File: src/rtl/muldiv_unit_pkg.sv
// Shared definitions for the multiply/divide unit: operation encodings and
// iteration count, plus small decode helpers used at operation launch.
package muldiv_unit_pkg;

    typedef enum logic [1:0] {
        MD_OP_MULT  = 2'd0,
        MD_OP_MULTU = 2'd1,
        MD_OP_DIV   = 2'd2,
        MD_OP_DIVU  = 2'd3
    } md_op_e;

    localparam int unsigned MD_ITER = 32;

    function automatic logic op_is_div(input md_op_e op);
        return (op == MD_OP_DIV) || (op == MD_OP_DIVU);
    endfunction

    function automatic logic op_is_signed(input md_op_e op);
        return (op == MD_OP_MULT) || (op == MD_OP_DIV);
    endfunction

    function automatic logic [31:0] abs32(input logic [31:0] v);
        return v[31] ? (~v + 32'd1) : v;
    endfunction

endpackage

File: src/rtl/muldiv_unit.sv
// Iterative 32-bit multiply/divide unit owning the architectural HI/LO pair.
// Magnitudes are iterated for 32 cycles; signs are applied in a final fix-up cycle.
module muldiv_unit
    import muldiv_unit_pkg::*;
(
    input  logic        clk,
    input  logic        rst,
    input  logic        start,
    input  logic [1:0]  md_op,
    input  logic [31:0] SrcA,
    input  logic [31:0] SrcB,
    input  logic        mthi,
    input  logic        mtlo,
    input  logic [31:0] wdata,
    output logic        busy,
    output logic        done,
    output logic [31:0] hi,
    output logic [31:0] lo
);

    typedef enum logic [1:0] {IDLE, CALC, FIX} state_e;

    state_e      state, state_next;
    md_op_e      op_in, op_q;
    logic [5:0]  iter;
    logic        neg_q, rneg_q, zero_q;
    logic [31:0] raw_a, opnd;
    logic [63:0] work, work_next;
    logic [31:0] hi_q, lo_q, res_hi, res_lo;
    logic        done_q, in_signed;
    logic [32:0] mul_sum, div_shift, div_diff;

    assign op_in     = md_op_e'(md_op);
    assign in_signed = op_is_signed(op_in);
    assign busy      = (state != IDLE);
    assign done      = done_q;
    assign hi        = hi_q;
    assign lo        = lo_q;

    always_ff @(posedge clk) begin
        if (rst) state <= IDLE;
        else     state <= state_next;
    end

    always_comb begin
        state_next = state;
        case (state)
            IDLE:    if (start) state_next = CALC;
            CALC:    if (iter == 6'(MD_ITER - 1)) state_next = FIX;
            FIX:     state_next = IDLE;
            default: state_next = IDLE;
        endcase
    end

    // Multiply keeps {partial product, multiplier} in work; divide keeps
    // {remainder, dividend/quotient}. opnd is the multiplicand or divisor.
    always_comb begin
        mul_sum   = {1'b0, work[63:32]} + (work[0] ? {1'b0, opnd} : 33'd0);
        div_shift = work[63:31];
        div_diff  = div_shift - {1'b0, opnd};
        if (!op_is_div(op_q))
            work_next = {mul_sum, work[31:1]};
        else if (div_diff[32])
            work_next = {div_shift[31:0], work[30:0], 1'b0};
        else
            work_next = {div_diff[31:0], work[30:0], 1'b1};
    end

    always_comb begin
        res_hi = '0;
        res_lo = '0;
        if (!op_is_div(op_q)) begin
            {res_hi, res_lo} = neg_q ? -work : work;
        end else if (zero_q) begin
            res_lo = '1;
            res_hi = raw_a;
        end else begin
            res_lo = neg_q  ? -work[31:0]  : work[31:0];
            res_hi = rneg_q ? -work[63:32] : work[63:32];
        end
    end

    always_ff @(posedge clk) begin
        if (rst) begin
            op_q   <= MD_OP_MULT;
            iter   <= '0;
            neg_q  <= 1'b0;
            rneg_q <= 1'b0;
            zero_q <= 1'b0;
            raw_a  <= '0;
            opnd   <= '0;
            work   <= '0;
            hi_q   <= '0;
            lo_q   <= '0;
            done_q <= 1'b0;
        end else begin
            done_q <= 1'b0;
            case (state)
                IDLE: begin
                    if (mthi) hi_q <= wdata;
                    if (mtlo) lo_q <= wdata;
                    if (start) begin
                        op_q   <= op_in;
                        iter   <= '0;
                        neg_q  <= in_signed & (SrcA[31] ^ SrcB[31]);
                        rneg_q <= in_signed & SrcA[31];
                        zero_q <= (SrcB == 32'd0);
                        raw_a  <= SrcA;
                        if (op_is_div(op_in)) begin
                            opnd <= in_signed ? abs32(SrcB) : SrcB;
                            work <= {32'd0, (in_signed ? abs32(SrcA) : SrcA)};
                        end else begin
                            opnd <= in_signed ? abs32(SrcA) : SrcA;
                            work <= {32'd0, (in_signed ? abs32(SrcB) : SrcB)};
                        end
                    end
                end
                CALC: begin
                    work <= work_next;
                    iter <= iter + 6'd1;
                end
                FIX: begin
                    hi_q   <= res_hi;
                    lo_q   <= res_lo;
                    done_q <= 1'b1;
                end
                default: ;
            endcase
        end
    end

endmodule

File: config.mk
export PLATFORM = sky130hd
export DESIGN_NAME = muldiv_unit
export DESIGN_NICKNAME = d
export VERILOG_FILES = /design/src/rtl/muldiv_unit_pkg.sv /design/src/rtl/muldiv_unit.sv
export SDC_FILE = /design/constraint.sdc
export NUM_CORES = 1
export LEC_CHECK = 0
export BUFFER_PORTS_ARGS = -buffer_cell sky130_fd_sc_hd__clkbuf_2
export CAP_MARGIN = 10
export CORE_UTILIZATION = 30
export CTS_BUF_LIST = sky130_fd_sc_hd__clkbuf_2
export DETAILED_ROUTE_END_ITERATION = 10
export GPL_TIMING_DRIVEN = 0
export PLACE_DENSITY = 0.5
export SETUP_SLACK_MARGIN = 0.2
export SLEW_MARGIN = 20
export SYNTH_ARGS = -nofsm -noshare
export SYNTH_HDL_FRONTEND = slang
export SYNTH_SLANG_ARGS = --single-unit
File: constraint.sdc
create_clock -name clk -period 3.65 [get_ports clk]
set_input_delay 0.1825 -clock clk [delete_from_list [all_inputs] [get_ports clk]]
set_output_delay 0.1825 -clock clk [all_outputs]
set_load 0.05 [all_outputs]
== Word-level counts from Yosys, hierarchy flattened ==
Index checks and enable logic that the tools add are counted.

* Register bits after elaboration: 206
* Bits of input ports: 103
* Output and inout bits: 66
* Word-level logic and storage cells: 78

* Add/sub/neg operators: 8
* Eq/ne operators: 11
* Muxes and demuxes: 28
* Bitwise logic cells: 5
* Reduce and logical (&&, ||, !) cells: 14

{| class="wikitable"
|+ Operator list
! operator !! number
|-
| 32-bit 2-to-1 mux || 15
|-
| 64-bit 2-to-1 mux || 4
|-
| 32-bit one-hot mux with 2 select lines || 2
|-
| 64-bit one-hot mux with 2 select lines || 1
|-
| 32-bit by 1-bit adder with 32-bit output, second input constant || 2
|-
| 32-bit negator || 2
|-
| 64-bit negator || 1
|-
| 32-bit inverter || 2
|-
| 32-bit by 32-bit adder with 33-bit output || 1
|-
| 33-bit by 32-bit subtractor with 33-bit output || 1
|-
| 32-bit zero test || 1
|-
| 6-bit one-hot mux with 2 select lines || 1
|-
| 2-bit equality test, second input constant || 5
|-
| 2-bit AND reduction || 5
|-
| 2-bit != test, second input constant || 4
|-
| 6-bit by 1-bit adder with 6-bit output, second input constant || 1
|-
| 6-bit by 5-bit equality test with 1-bit output, second input constant || 1
|-
| 6-bit 2-to-1 mux || 1
|-
| 2-bit nonzero test || 3
|-
| 2-bit zero test || 2
|-
| 2-bit 2-to-1 mux || 2
|-
| 2-bit one-hot mux with 2 select lines || 1
|-
| 1-bit logical OR || 3
|-
| 1-bit AND || 2
|-
| other kinds (3) || 3
|}

== Depth between registers and ports, before layout ==
* Word-level depth: 7
* Depth in mapped cells: 16
* Gate-level depth less buffers: 14

== Worst setup path before layout ==
Ideal clock, no wire load.

* Path kind: register to register
* From: register work[31]
* To: register work[48]
* Data arrival time: 3198 ps
* Data required time: 3521 ps
* Path slack: 323 ps
* Stages on the path, launching flop included: 17
* Path buffers: 3
* Clock period less this slack: 3327 ps
* Path through: dfxtp_1 -> clkbuf_1 -> inv_1 -> ha_1 -> fa_1 -> nand2b_1 -> a21oi_1 -> o21a_1 -> a21oi_2 -> o21ai_1 -> a31o_2 -> a21bo_2 -> xnor2_2 -> buf_4 -> buf_4 -> mux2i_1 -> o21ai_0

* Longest elaborated chain between the ends: 4

{| class="wikitable"
|+ RTL lines
! what !! RTL line !! source
|-
| start: declaration || muldiv_unit.sv:28 || <nowiki>logic [63:0] work, work_next;</nowiki>
|-
| start signal: assignment || muldiv_unit.sv:111 || <nowiki>work <= {32'd0, (in_signed ? abs32(SrcA) : SrcA)};</nowiki>
|-
| start signal: assignment || muldiv_unit.sv:114 || <nowiki>work <= {32'd0, (in_signed ? abs32(SrcB) : SrcB)};</nowiki>
|-
| start signal: assignment || muldiv_unit.sv:119 || <nowiki>work <= work_next;</nowiki>
|-
| 33-bit by 32-bit subtractor with 33-bit output || muldiv_unit.sv:60 || <nowiki>div_diff = div_shift - {1'b0, opnd};</nowiki>
|-
| 64-bit 2-to-1 mux || muldiv_unit.sv:63 || <nowiki>else if (div_diff[32])</nowiki>
|-
| 64-bit 2-to-1 mux || muldiv_unit.sv:61 || <nowiki>if (!op_is_div(op_q))</nowiki>
|-
| 64-bit one-hot mux with 2 select lines || muldiv_unit.sv:98 || <nowiki>case (state)</nowiki>
|}

Every way passes these cells.
A chain may end at the register's enable or synchronous reset.

== Worst setup path in the final report ==
* From: register work[32]
* To: register hi_q[18] (netlist: hi[18])

* Longest elaborated chain between the ends: 5

{| class="wikitable"
|+ RTL lines
! what !! RTL line !! source
|-
| 32-bit negator || muldiv_unit.sv:79 || <nowiki>res_hi = rneg_q ? -work[63:32] : work[63:32];</nowiki>
|-
| 32-bit 2-to-1 mux || muldiv_unit.sv:79 ||
|-
| 32-bit 2-to-1 mux || muldiv_unit.sv:74 || <nowiki>end else if (zero_q) begin</nowiki>
|-
| 32-bit 2-to-1 mux (*) || muldiv_unit.sv:72 || <nowiki>if (!op_is_div(op_q)) begin</nowiki>
|-
| 32-bit one-hot mux with 2 select lines (*) || muldiv_unit.sv:98 ||
|-
| end signal: assignment || muldiv_unit.sv:100 || <nowiki>if (mthi) hi_q <= wdata;</nowiki>
|-
| end signal: assignment || muldiv_unit.sv:123 || <nowiki>hi_q <= res_hi;</nowiki>
|-
| end: declaration || muldiv_unit.sv:29 || <nowiki>logic [31:0] hi_q, lo_q, res_hi, res_lo;</nowiki>
|}

Mark *: on every way between the ends. The rest lies on a longest branch, timed or not.

==> results by stage <==
Logic synthesis:
- The proportion of register bits with asynchronous set or reset after synthesis is 0.
- The number of different library cells used by synthesis comes to 91.
- Synthesis produced 2295 cells.
- The synthesized design contains 0 enable-type register cells.
- The register area share after synthesis is 0.245.
- Counting flops and latches in the post-synthesis netlist gives roughly 200.
- The netlist area before placement is 16800 um2.
- The commonest register cell after synthesis is sky130_fd_sc_hd__dfxtp_1.
- The number of nets handed over by synthesis was about 2500.
- The average cell area after synthesis is around 7.3 um2.
- The yosys synthesis warning count is 0.

Status:
- The run finished with clean final reports.

Routing:
- After detailed routing, the number of vias per cell comes to 5.72.
- The number of iterations in the first detailed-routing pass is 7.
- The violation count after the first detailed-routing iteration is 1995.
- The average detailed-routed wire length per instance is 24.3 um.
- Summed over all layers, the routed wires come to about 85000 um.
- The count of nets left with antenna violations once routing finished came out at 0.
- The total number of vias is about 20000.
- After detailed routing, the number of remaining DRC violations is 0.

Layout:
- The design area is 21500 um2.
- In the final layout, the share of cells above drive strength 1 is 0.148.
- The non-filler instance count after layout is 3514.
- For this run, the post-layout net count is 2893.
- Measured on the finished design, the core utilization comes to 0.389.
- The synthesis-to-finish area growth is 28.0%.

STA:
- Setup repair after global routing could not meet its margin everywhere.
- Based on the critical path, the design can be clocked at up to 0.293 GHz.
- After routing, the total negative slack on setup checks comes to 0 ps.
- Setup violations remaining at the end of the flow were counted as 0.
- At the pin with the least slew margin, the transition time is 1190 ps.
- The number of hold-slack violations in the final timing report is 0.
- The final worst setup slack is 233 ps.
- The clock arrives with a little over 60 ps of skew.
- The worst path needs ~3400 ps of the cycle, external delays included.
- The tightest hold path in the finished design has a slack of roughly 68 ps.
- The worst-case headroom to the max-slew limit is 0.204.
- Dividing the final minimum period by the clock period gives 0.936.
- The final number of max-transition violations was 0.

Place:
- The number of cells in the design after placement is 3211.
- The instance area after placement is 18600 um2.
- The detailed placer's ending HPWL is 66600 um.
- At the end of routability-driven placement, the weighted congestion stood at 1.02.
- In this run the tool buffered the top-level ports with 167 buffer cells.
- At the placement stage, the worst setup path has a slack of -1010 ps.

Die:
- The number of rows created at floorplan is 86.
- The die span in x is 238 um.
- From bottom edge to top edge, the die measures 238 um.
- During I/O placement, the number of pins put on the boundary was 169.
- The die outline area is roughly 57000 um2.
- The initial utilization of the core area, before any placement, comes to 0.304.
- The core region is 55200 um2.

Power:
- The total power of the final layout is ~7.0 mW.
- The power density over the cells is 324 nW/um2.
- The largest voltage drop on the vdd net is 0.000179 V.
- The static power due to leakage is about 8.3 nW.

Setup path:
- In this run the worst setup path terminates at hi[18].
- In this run the worst setup path begins at work[32].
- Counting cells, the worst reg-to-reg path comes to 10.
- In this run the critical register-to-register path is launched from work[32].
- Along the worst path, the maximum fanout reaches 9.
- The category of the worst setup path launch point is a flop.
- The required arrival time at the worst endpoint is 4610 ps.
- The category of the most critical setup path is flop to flop.
- The worst setup path is captured at a flop.
- At the worst endpoint, the arrival time is 4380 ps.
- The worst setup slack for register-to-register paths is 230 ps.
- The endpoint identified for the worst register-to-register timing path is hi[18].

Flow run:
- Max-cap violations in this run came to 0.

Clock network:
- The insertion delay of the later-clocked pin in the worst-skew pair is 1070 ps.
- The tree is rooted in a sky130_fd_sc_hd__clkbuf_2.
- The maximum buffer depth of the clock tree is 3.
- The count of clock tree sinks is 205.
- The number of buffers created by CTS is 58.
- The H-tree generated during clock tree synthesis spans 2 levels.
- TritonCTS built the clock tree.
- The clock transition at the registers of the reported paths is 110 ps.

GRT:
- The first-pass GRT wire length is 124000 um.
- The via count of the first global-routing pass is 19100.
- The initial antenna violation count is 2.
- In the global route stage, overall resource usage came out at 0.292.
- Summed over all layers, the global routing overflow is 0.
- The maximum number of pins on one net before global-route repair is 17.

Worst hold path:
- The min-delay analysis places its worst path in the category input port to flop.
==> how the worst min path moves through the flow <==
stage | slack [ps] | end | start | cells past startpoint
floorplan | 320 | raw_a[0] | SrcA[0] | 2
global placement | 440 | lo[8] | lo[8] | 2
detailed placement | 450 | lo[17] | lo[17] | 2
CTS | 0.9 | lo[11] | wdata[11] | 4
global route | 60 | hi[20] | wdata[20] | 4
finish | 70 | raw_a[24] | SrcA[24] | 4
==> synth_stat cells, drive strengths merged (9+ instances only) <==
| master | instances | area, um2 |
|---|---|---|
| o21a | 12 | 90.1 |
| nor4 | 24 | 205 |
| or3 | 16 | 100 |
| o31ai | 23 | 191 |
| mux2i | 70 | 701 |
| a21o | 34 | 255 |
| nor3 | 52 | 297 |
| o221ai | 40 | 350 |
| nand4 | 15 | 100 |
| a221oi | 9 | 78.8 |
| nand2 | 294 | 1110 |
| a211oi | 83 | 623 |
| or4 | 19 | 158 |
| o22ai | 15 | 93.8 |
| ha | 69 | 863 |
| xnor2 | 121 | 1070 |
| a31oi | 17 | 106 |
| nand3 | 31 | 155 |
| inv | 71 | 267 |
| xor2 | 56 | 490 |
| and2 | 9 | 56.3 |
| clkbuf | 153 | 574 |
| a21oi | 249 | 1250 |
| o211ai | 42 | 315 |
| dfxtp | 205 | 4100 |
| nor2 | 203 | 764 |
| nand2b | 22 | 138 |
| o21bai | 15 | 113 |
| buf | 35 | 179 |
| o21ai | 150 | 754 |
| a22oi | 27 | 203 |
| nor2b | 11 | 68.8 |
==> layout by cell type, fill, tap and decap left out, drive strengths merged, types with 70 or more instances in the layout <==
cell type / instances
mux2i: 70
nand2: 294
inv: 72
clkbuf: 398
a21oi: 249
o21ai: 150
a211oi: 83
nor2: 203
dfxtp: 205
xnor2: 121
dlygate4sd3: 172
==> kinds of logic (layout without fill, tap and decap cells) <==
family                     count (synthesis)  after routing  share of synthesized area
AOI/OAI and AO/OA                        782            782                      0.300
xor gates and xnor gates                 177            177                     0.0929
adders and majority gates                 71             71                     0.0539
buffers and inverters                    260            730                     0.0610
DFF                                      205            205                      0.245
muxes                                     76             76                     0.0458
other                                      0              1                          0
and+or+nand+nor                          724            724                      0.202
==> power breakdown <==
group	switching, mW	total, mW	internal (mW)
registers	0.167	2.55	2.38
clock network	1.12	1.81	0.690
logic	1.67	2.60	0.933
==> cell type report <==
class / count / area (um2)
Fill cell: 5772 / 33700
Multi-Input combinational cell: 1830 / 12000
Sequential cell: 205 / 4110
Timing Repair Buffer: 364 / 2750
Tap cell: 748 / 936
Buffer: 188 / 842
Clock buffer: 82 / 410
Inverter: 72 / 270
Clock inverter: 24 / 129
Antenna cell: 1 / 2.50
==> critical path: stages (launching register included) <==
cell,delay (ps)
sky130_fd_sc_hd__dfxtp_2,410
sky130_fd_sc_hd__inv_1,180
sky130_fd_sc_hd__ha_4,190
sky130_fd_sc_hd__or3b_4,440
sky130_fd_sc_hd__or4_1,560
sky130_fd_sc_hd__nor3_1,440
sky130_fd_sc_hd__nand3_1,290
sky130_fd_sc_hd__o211ai_1,240
sky130_fd_sc_hd__o31a_1,160
sky130_fd_sc_hd__o221ai_1,150
sky130_fd_sc_hd__a211oi_1,250
==> routing by layer <==
metal	share of wire	GRT usage
met1	0.43	0.393
met2	0.44	0.457
met3	0.081	0.0462
met4	0.048	0.132
met5	0.00014	0
==> sequential cells by signal, summed over array words and instances (netlist names), 2 cells and up <==
register / flops
opnd: 32
iter: 6
raw_a: 32
work: 64
lo: 32
state: 2
hi: 32
==> repair_timing <==
item,4_1_cts,5_1_grt
setup buffers,8,16
gates resized for setup,59,63
pin swaps,10,22
hold endpoints to repair,177,0
setup endpoints to repair,57,55
hold buffers,172,0
(Power assumes the default switching activity.)
